--- src/rtl/input_conditioner.sv ---
// Conditions four raw push-buttons: two-flop synchroniser, per-switch debounce,
// and a shared move FSM producing one-cycle direction strobes with hold-to-repeat.
module input_conditioner #(
    parameter int DEBOUNCE_CYCLES = 250000,
    parameter int REPEAT_DELAY    = 12500000,
    parameter int REPEAT_PERIOD   = 5000000
) (
    input  logic       CLK,
    input  logic       RST_N,
    input  logic       SW1,
    input  logic       SW2,
    input  logic       SW3,
    input  logic       SW4,
    output logic [3:0] PRESSED,
    output logic       MOVE_VALID,
    output logic [1:0] MOVE_DIR
);

    localparam int CW   = $clog2(DEBOUNCE_CYCLES + 1);
    localparam int RMAX = (REPEAT_DELAY > REPEAT_PERIOD) ? REPEAT_DELAY : REPEAT_PERIOD;
    localparam int TW   = $clog2(RMAX);

    localparam logic [CW-1:0] DB_LAST  = CW'(DEBOUNCE_CYCLES - 1);
    localparam logic [TW-1:0] DLY_LAST = TW'(REPEAT_DELAY - 1);
    localparam logic [TW-1:0] PER_LAST = TW'(REPEAT_PERIOD - 1);

    typedef enum logic [1:0] {
        S_IDLE,
        S_HOLD,
        S_REPEAT
    } state_t;

    logic [3:0]          sw_raw;
    logic [3:0]          sync1_q;
    logic [3:0]          sync2_q;
    logic [3:0]          stable_q;
    logic [3:0]          stable_d;
    logic [3:0]          stable_dly_q;
    logic [3:0][CW-1:0]  cnt_q;
    logic [3:0][CW-1:0]  cnt_d;
    logic [3:0]          press_ev;
    logic                press_any;
    logic [1:0]          press_win;

    state_t              state_q;
    logic [TW-1:0]       timer_q;
    logic                valid_q;
    logic [1:0]          dir_q;
    logic                pend_q;
    logic [1:0]          pend_dir_q;

    assign sw_raw = {SW4, SW3, SW2, SW1};

    always_ff @(posedge CLK or negedge RST_N) begin
        if (!RST_N) begin
            sync1_q      <= '0;
            sync2_q      <= '0;
            stable_q     <= '0;
            stable_dly_q <= '0;
            cnt_q        <= '0;
        end else begin
            sync1_q      <= sw_raw;
            sync2_q      <= sync1_q;
            stable_q     <= stable_d;
            stable_dly_q <= stable_q;
            cnt_q        <= cnt_d;
        end
    end

    // A level is accepted only after DEBOUNCE_CYCLES consecutive disagreeing samples.
    always_comb begin
        stable_d = stable_q;
        cnt_d    = '0;
        for (int i = 0; i < 4; i++) begin
            if (sync2_q[i] != stable_q[i]) begin
                if (cnt_q[i] == DB_LAST) begin
                    stable_d[i] = ~stable_q[i];
                    cnt_d[i]    = '0;
                end else begin
                    cnt_d[i] = cnt_q[i] + CW'(1);
                end
            end else begin
                cnt_d[i] = '0;
            end
        end
    end

    assign press_ev  = stable_q & ~stable_dly_q;
    assign press_any = |press_ev;

    always_comb begin
        if (press_ev[0]) begin
            press_win = 2'd0;
        end else if (press_ev[1]) begin
            press_win = 2'd1;
        end else if (press_ev[2]) begin
            press_win = 2'd2;
        end else begin
            press_win = 2'd3;
        end
    end

    // A press landing right after a strobe is deferred one cycle so strobes never abut.
    always_ff @(posedge CLK or negedge RST_N) begin
        if (!RST_N) begin
            state_q    <= S_IDLE;
            timer_q    <= '0;
            valid_q    <= 1'b0;
            dir_q      <= 2'd0;
            pend_q     <= 1'b0;
            pend_dir_q <= 2'd0;
        end else begin
            valid_q <= 1'b0;
            if (press_any && !valid_q) begin
                valid_q <= 1'b1;
                dir_q   <= press_win;
                timer_q <= '0;
                state_q <= S_HOLD;
                pend_q  <= 1'b0;
            end else if (press_any) begin
                pend_q     <= 1'b1;
                pend_dir_q <= press_win;
            end else if (pend_q) begin
                valid_q <= 1'b1;
                dir_q   <= pend_dir_q;
                timer_q <= '0;
                state_q <= S_HOLD;
                pend_q  <= 1'b0;
            end else begin
                case (state_q)
                    S_IDLE: begin
                        timer_q <= timer_q;
                    end
                    S_HOLD: begin
                        if (!stable_q[dir_q]) begin
                            state_q <= S_IDLE;
                        end else if (timer_q == DLY_LAST) begin
                            valid_q <= 1'b1;
                            timer_q <= '0;
                            state_q <= S_REPEAT;
                        end else begin
                            timer_q <= timer_q + TW'(1);
                        end
                    end
                    S_REPEAT: begin
                        if (!stable_q[dir_q]) begin
                            state_q <= S_IDLE;
                        end else if (timer_q == PER_LAST) begin
                            valid_q <= 1'b1;
                            timer_q <= '0;
                        end else begin
                            timer_q <= timer_q + TW'(1);
                        end
                    end
                    default: begin
                        state_q <= S_IDLE;
                    end
                endcase
            end
        end
    end

    assign PRESSED    = stable_q;
    assign MOVE_VALID = valid_q;
    assign MOVE_DIR   = dir_q;

endmodule
--- config.mk ---
export PLATFORM = sky130hd
export DESIGN_NAME = input_conditioner
export DESIGN_NICKNAME = d
export VERILOG_FILES = /design/src/rtl/input_conditioner.sv
export SDC_FILE = /design/constraint.sdc
export NUM_CORES = 1
export LEC_CHECK = 0
export CAP_MARGIN = 40
export CORE_ASPECT_RATIO = 1.5
export CORE_UTILIZATION = 40
export DETAILED_ROUTE_END_ITERATION = 7
export SYNTH_ARGS = -nofsm -noshare
export SYNTH_HDL_FRONTEND = slang
export SYNTH_SLANG_ARGS = --single-unit
--- constraint.sdc ---
create_clock -name CLK -period 3 [get_ports CLK]
set_input_delay 0.3 -clock CLK [delete_from_list [all_inputs] [get_ports CLK]]
set_output_delay 0.3 -clock CLK [all_outputs]
set_load 0.05 [all_outputs]
==> run summary, run 1 <==
### Outcome
- run status: finished with violations
- violated checks: hold timing

### Clock network
- Max Root-Sink Buffers: 2
- clock tree from TritonCTS: built
- number of hold-repair buffers added at the cts stage: 0
- level count of the clock H-tree: 4
- number of buffers inserted by post-CTS setup repair: 0
- count of instances resized after the clock tree is built: 0
- root buffer cell: sky130_fd_sc_hd__clkbuf_16
- Num CTS Buffers: 17
- TritonCTS Sinks: 120
- later-pin clock latency in the skew report: 0.41 ns
- clock-pin slew on the worst setup and hold paths: 0.06 ns

### Cells and area
- post-route insts no fill: 835
- commonest cells after routing, fill and taps aside: sky130_fd_sc_hd__dfrtp_1, sky130_fd_sc_hd__nor2_1, sky130_fd_sc_hd__nand2_1, sky130_fd_sc_hd__xor2_1, sky130_fd_sc_hd__nand3_1
- P&R area growth vs syn: 16.8%
- count of nets after finishing: 640
- most frequent standard cell in the layout excluding fill and tap cells: sky130_fd_sc_hd__dfrtp_1
- register area: 3000 um2
- total inserted antenna cells: 0
- share of cells above drive strength 1: 9.08%
- fill cell total of the finished layout: 1,342
- multi-input combinational cell area: 2820 um2
- post-route design area: 6960 um2

### Setup path
- WS Path Type: reg -> reg
- worst-path fanout max: 16
- Reg2Reg Depth: 7
- terminus of the critical flop-to-flop path: timer_q[21]
- cell type of the slowest stage on the worst timing path: sky130_fd_sc_hd__or3b_2
- r2r startpoint: state_q[0]
- CP Cell Sequence: inv_1 > ha_1 > or3b_2 > or4_1 > o32a_4 > nand3_2 > o21ai_0
- stage delay of the slowest cell on the critical path: 0.46 ns
- Worst Setup End Kind: flop
- Worst setup SP type: flop
- arrival time at the worst endpoint: 2.95 ns
- required time at the endpoint of the critical path: 3.27 ns
- R2R setup slack: 0.32 ns

### Logic synthesis
- fraction of the mapped netlist area in simple logic gates: 25.3%
- number of different library cells in the post-synthesis netlist: 53
- gate count of the mapped netlist: 602
- cell area after synthesis: 5960 um2
- largest area contributor in the netlist: sky130_fd_sc_hd__dfrtp_1
- syn_area_per_cell: 9.89 um2
- post-synthesis compound-gate area fraction: 9.01%
- cell types occupying the most area after synthesis: sky130_fd_sc_hd__dfrtp_1, sky130_fd_sc_hd__xor2_1, sky130_fd_sc_hd__nor2_1
- post-synthesis sequential area ratio: 50.4%
- predominant post-synthesis flop cell: sky130_fd_sc_hd__dfrtp_1
- xor/xnor cell area share of the yosys netlist: 9.85%
- post-synth net total: 616
- share of flip-flops with an asynchronous set or reset after synthesis: 100%
- number of enable-type register cells in the synthesized netlist: 0
- fraction of synthesized area in multiplexers: 1.30%
- total of warnings raised by yosys: 0
- area share of the leading cell type in the synthesized netlist: 50.4%
- largest family of logic cells by synthesized area: simple AND/OR/NAND/NOR gates
- Synth Area in Adders: 1.68%
- Seq cells post-synth: 120

### Floorplan
- starting density of the core: 41.0%
- row count: 54
- count of pins on the block boundary: 13
- floorplan die area: 15,400 um2
- die height: 151 um
- core area: 14,500 um2
- x dimension of the die: 102 um

### Routing
- wire per inst: 15.0 um
- sum of routed wire length over all layers: 12.5 mm
- final routed DRC violation total: 0
- DRT iter0 DRCs: 246
- post-detailed-route count of antenna-violating nets: 0
- First-pass DRT Iterations: 6
- total number of vias: 4,595
- routed vias/inst: 5.50

### Placement
- placed instance count: 803
- final weighted congestion in routability-driven placement: 0.875
- dpl hpwl: 8.49 mm
- count of port buffers added during placement: 12
- Area after DPL: 6320 um2
- setup slack after placement: 0.343 ns

### Timing
- setup TNS: 0 ns
- max frequency: 373 MHz
- Pins Over Slew Limit: 0
- Tmin final: 2.68 ns
- Hold Slack: -0.0463 ns
- headroom to the max-slew limit: 49.0%
- setup repair after global routing missed its margin: false
- Layout Skew: 0.00745 ns
- Final Setup Violations: 0
- final clock period utilization by the worst path: 89.3%
- final setup margin: 0.321 ns
- count of endpoints failing hold in the final timing report: 32
- actual transition at the worst max-transition pin: 0.759 ns

### Min path
- class of the most critical hold timing path: in -> async

### Flow run
- max-cap violation count: 0

### GRT
- number of antenna violations at the first check in global routing: 0
- first-pass GRT wire length: 22.1 mm
- number of global-route vias before repair: 4,772
- GR Overflow Total: 0
- pin count of the biggest net entering global routing: 121
- Overall Global Routing Usage: 18.5%

### Power
- switching power share of the total: 21.6%
- internal cell power: 3.07 mW
- power density relative to cell area: 563 nW/um2
- part of the total power dissipated in sequential elements: 42.2%
- combinational power share: 2.0%
- VDD IR max: 0.341 mV
- leakage power: 2.86 nW
- relative contribution of the clock network to total power: 55.8%
- Psw: 0.849 mW
- post-layout power: 3.92 mW

-- worst max path at each step --
stage	from	to	slack [ns]	depth (start not counted)
floorplan	MOVE_DIR[0]	timer_q[16]	0.58	6
global placement	state_q[0]	timer_q[5]	0.42	7
detailed placement	state_q[0]	timer_q[21]	0.34	7
CTS	state_q[0]	timer_q[21]	0.34	7
global route	timer_q[15]	timer_q[21]	0.23	5
finish	state_q[0]	timer_q[21]	0.32	7
-- metal layers --
metal	GRT usage (%)	part of all wire, %	up-vias
li1	-	-	2191
met2	32.0	52	120
met1	21.6	42	2255
met3	4.06	4.1	29
met4	8.70	2.3	0
met5	0	0	-
-- registers in the layout (all words and copies together) (netlist names) --
signal and flops:
timer_q 24, state_q 2, stable_dly_q 4, PRESSED 4, MOVE_DIR 2, MOVE_VALID 1
pend_q 1, sync1_q 4, pend_dir_q 2, sync2_q 4, cnt_q 72
-- critical path: cells and delay by family, from the launching register on --
kind	cells	cell delay, ns
and+or+nand+nor	3	1.23
DFF	1	0.38
buffers and inverters	1	0.10
adders and majority gates	1	0.23
AOI/OAI and AO/OA	2	0.61
-- cells in the mapped netlist, types with 11 or more instances --
master                       n
sky130_fd_sc_hd__a21oi_1    12
sky130_fd_sc_hd__and4_1     11
sky130_fd_sc_hd__clkbuf_1   11
sky130_fd_sc_hd__dfrtp_1   120
sky130_fd_sc_hd__inv_1      17
sky130_fd_sc_hd__nand2_1    48
sky130_fd_sc_hd__nand3_1    41
sky130_fd_sc_hd__nand4_1    21
sky130_fd_sc_hd__nor2_1     85
sky130_fd_sc_hd__nor3_1     13
sky130_fd_sc_hd__nor4_1     11
sky130_fd_sc_hd__o21ai_0    17
sky130_fd_sc_hd__o31ai_1    11
sky130_fd_sc_hd__xnor2_1    22
sky130_fd_sc_hd__xor2_1     45
-- metrics by stage --
step / hold slack, ns / util (%)
3_5_place_dp: 0.338 / 43.5
2_1_floorplan: 0.00441 / -
5_1_grt: 0.00604 / 47.9
4_1_cts: 0.00461 / 47.9
6_report: -0.0463 / 47.9
3_3_place_gp: 0.335 / 43.5
-- final cells by class --
| class | instances | share of cell area [%] |
|---|---|---|
| sequential | 120 | 43.1 |
| multi-input combinational | 450 | 40.5 |
| clock buffer | 17 | 6.11 |
| tap | 196 | 3.52 |
| clock inverter | 15 | 3.11 |
| timing repair buffer | 20 | 2.73 |
| inverter | 17 | 0.917 |
-- cells by family after synthesis --
family / after synthesis
AOI/OAI and AO/OA: 77
xor gates and xnor gates: 67
adders and majority gates: 8
buffers and inverters: 32
DFF: 120
muxes: 6
and+or+nand+nor: 292
-- power groups by stage --
stage	Sequential, mW	Clock (mW)	Combinational [mW]
6_report	1.65	2.19	0.0791
5_1_grt	1.65	2.31	0.0937
4_1_cts	1.65	2.23	0.0833
3_5_place_dp	1.68	0	0.0827
3_3_place_gp	1.68	0	0.0802
2_1_floorplan	1.68	0	0.0343
Note: power is estimated with default switching activity, not from simulation.
==> inputs of run 2 (changes only) <==
CAP_MARGIN = unset   (was 40)
==> results of run 2 <==
No change in the layout: final DEF, timing and power equal those of run 1.
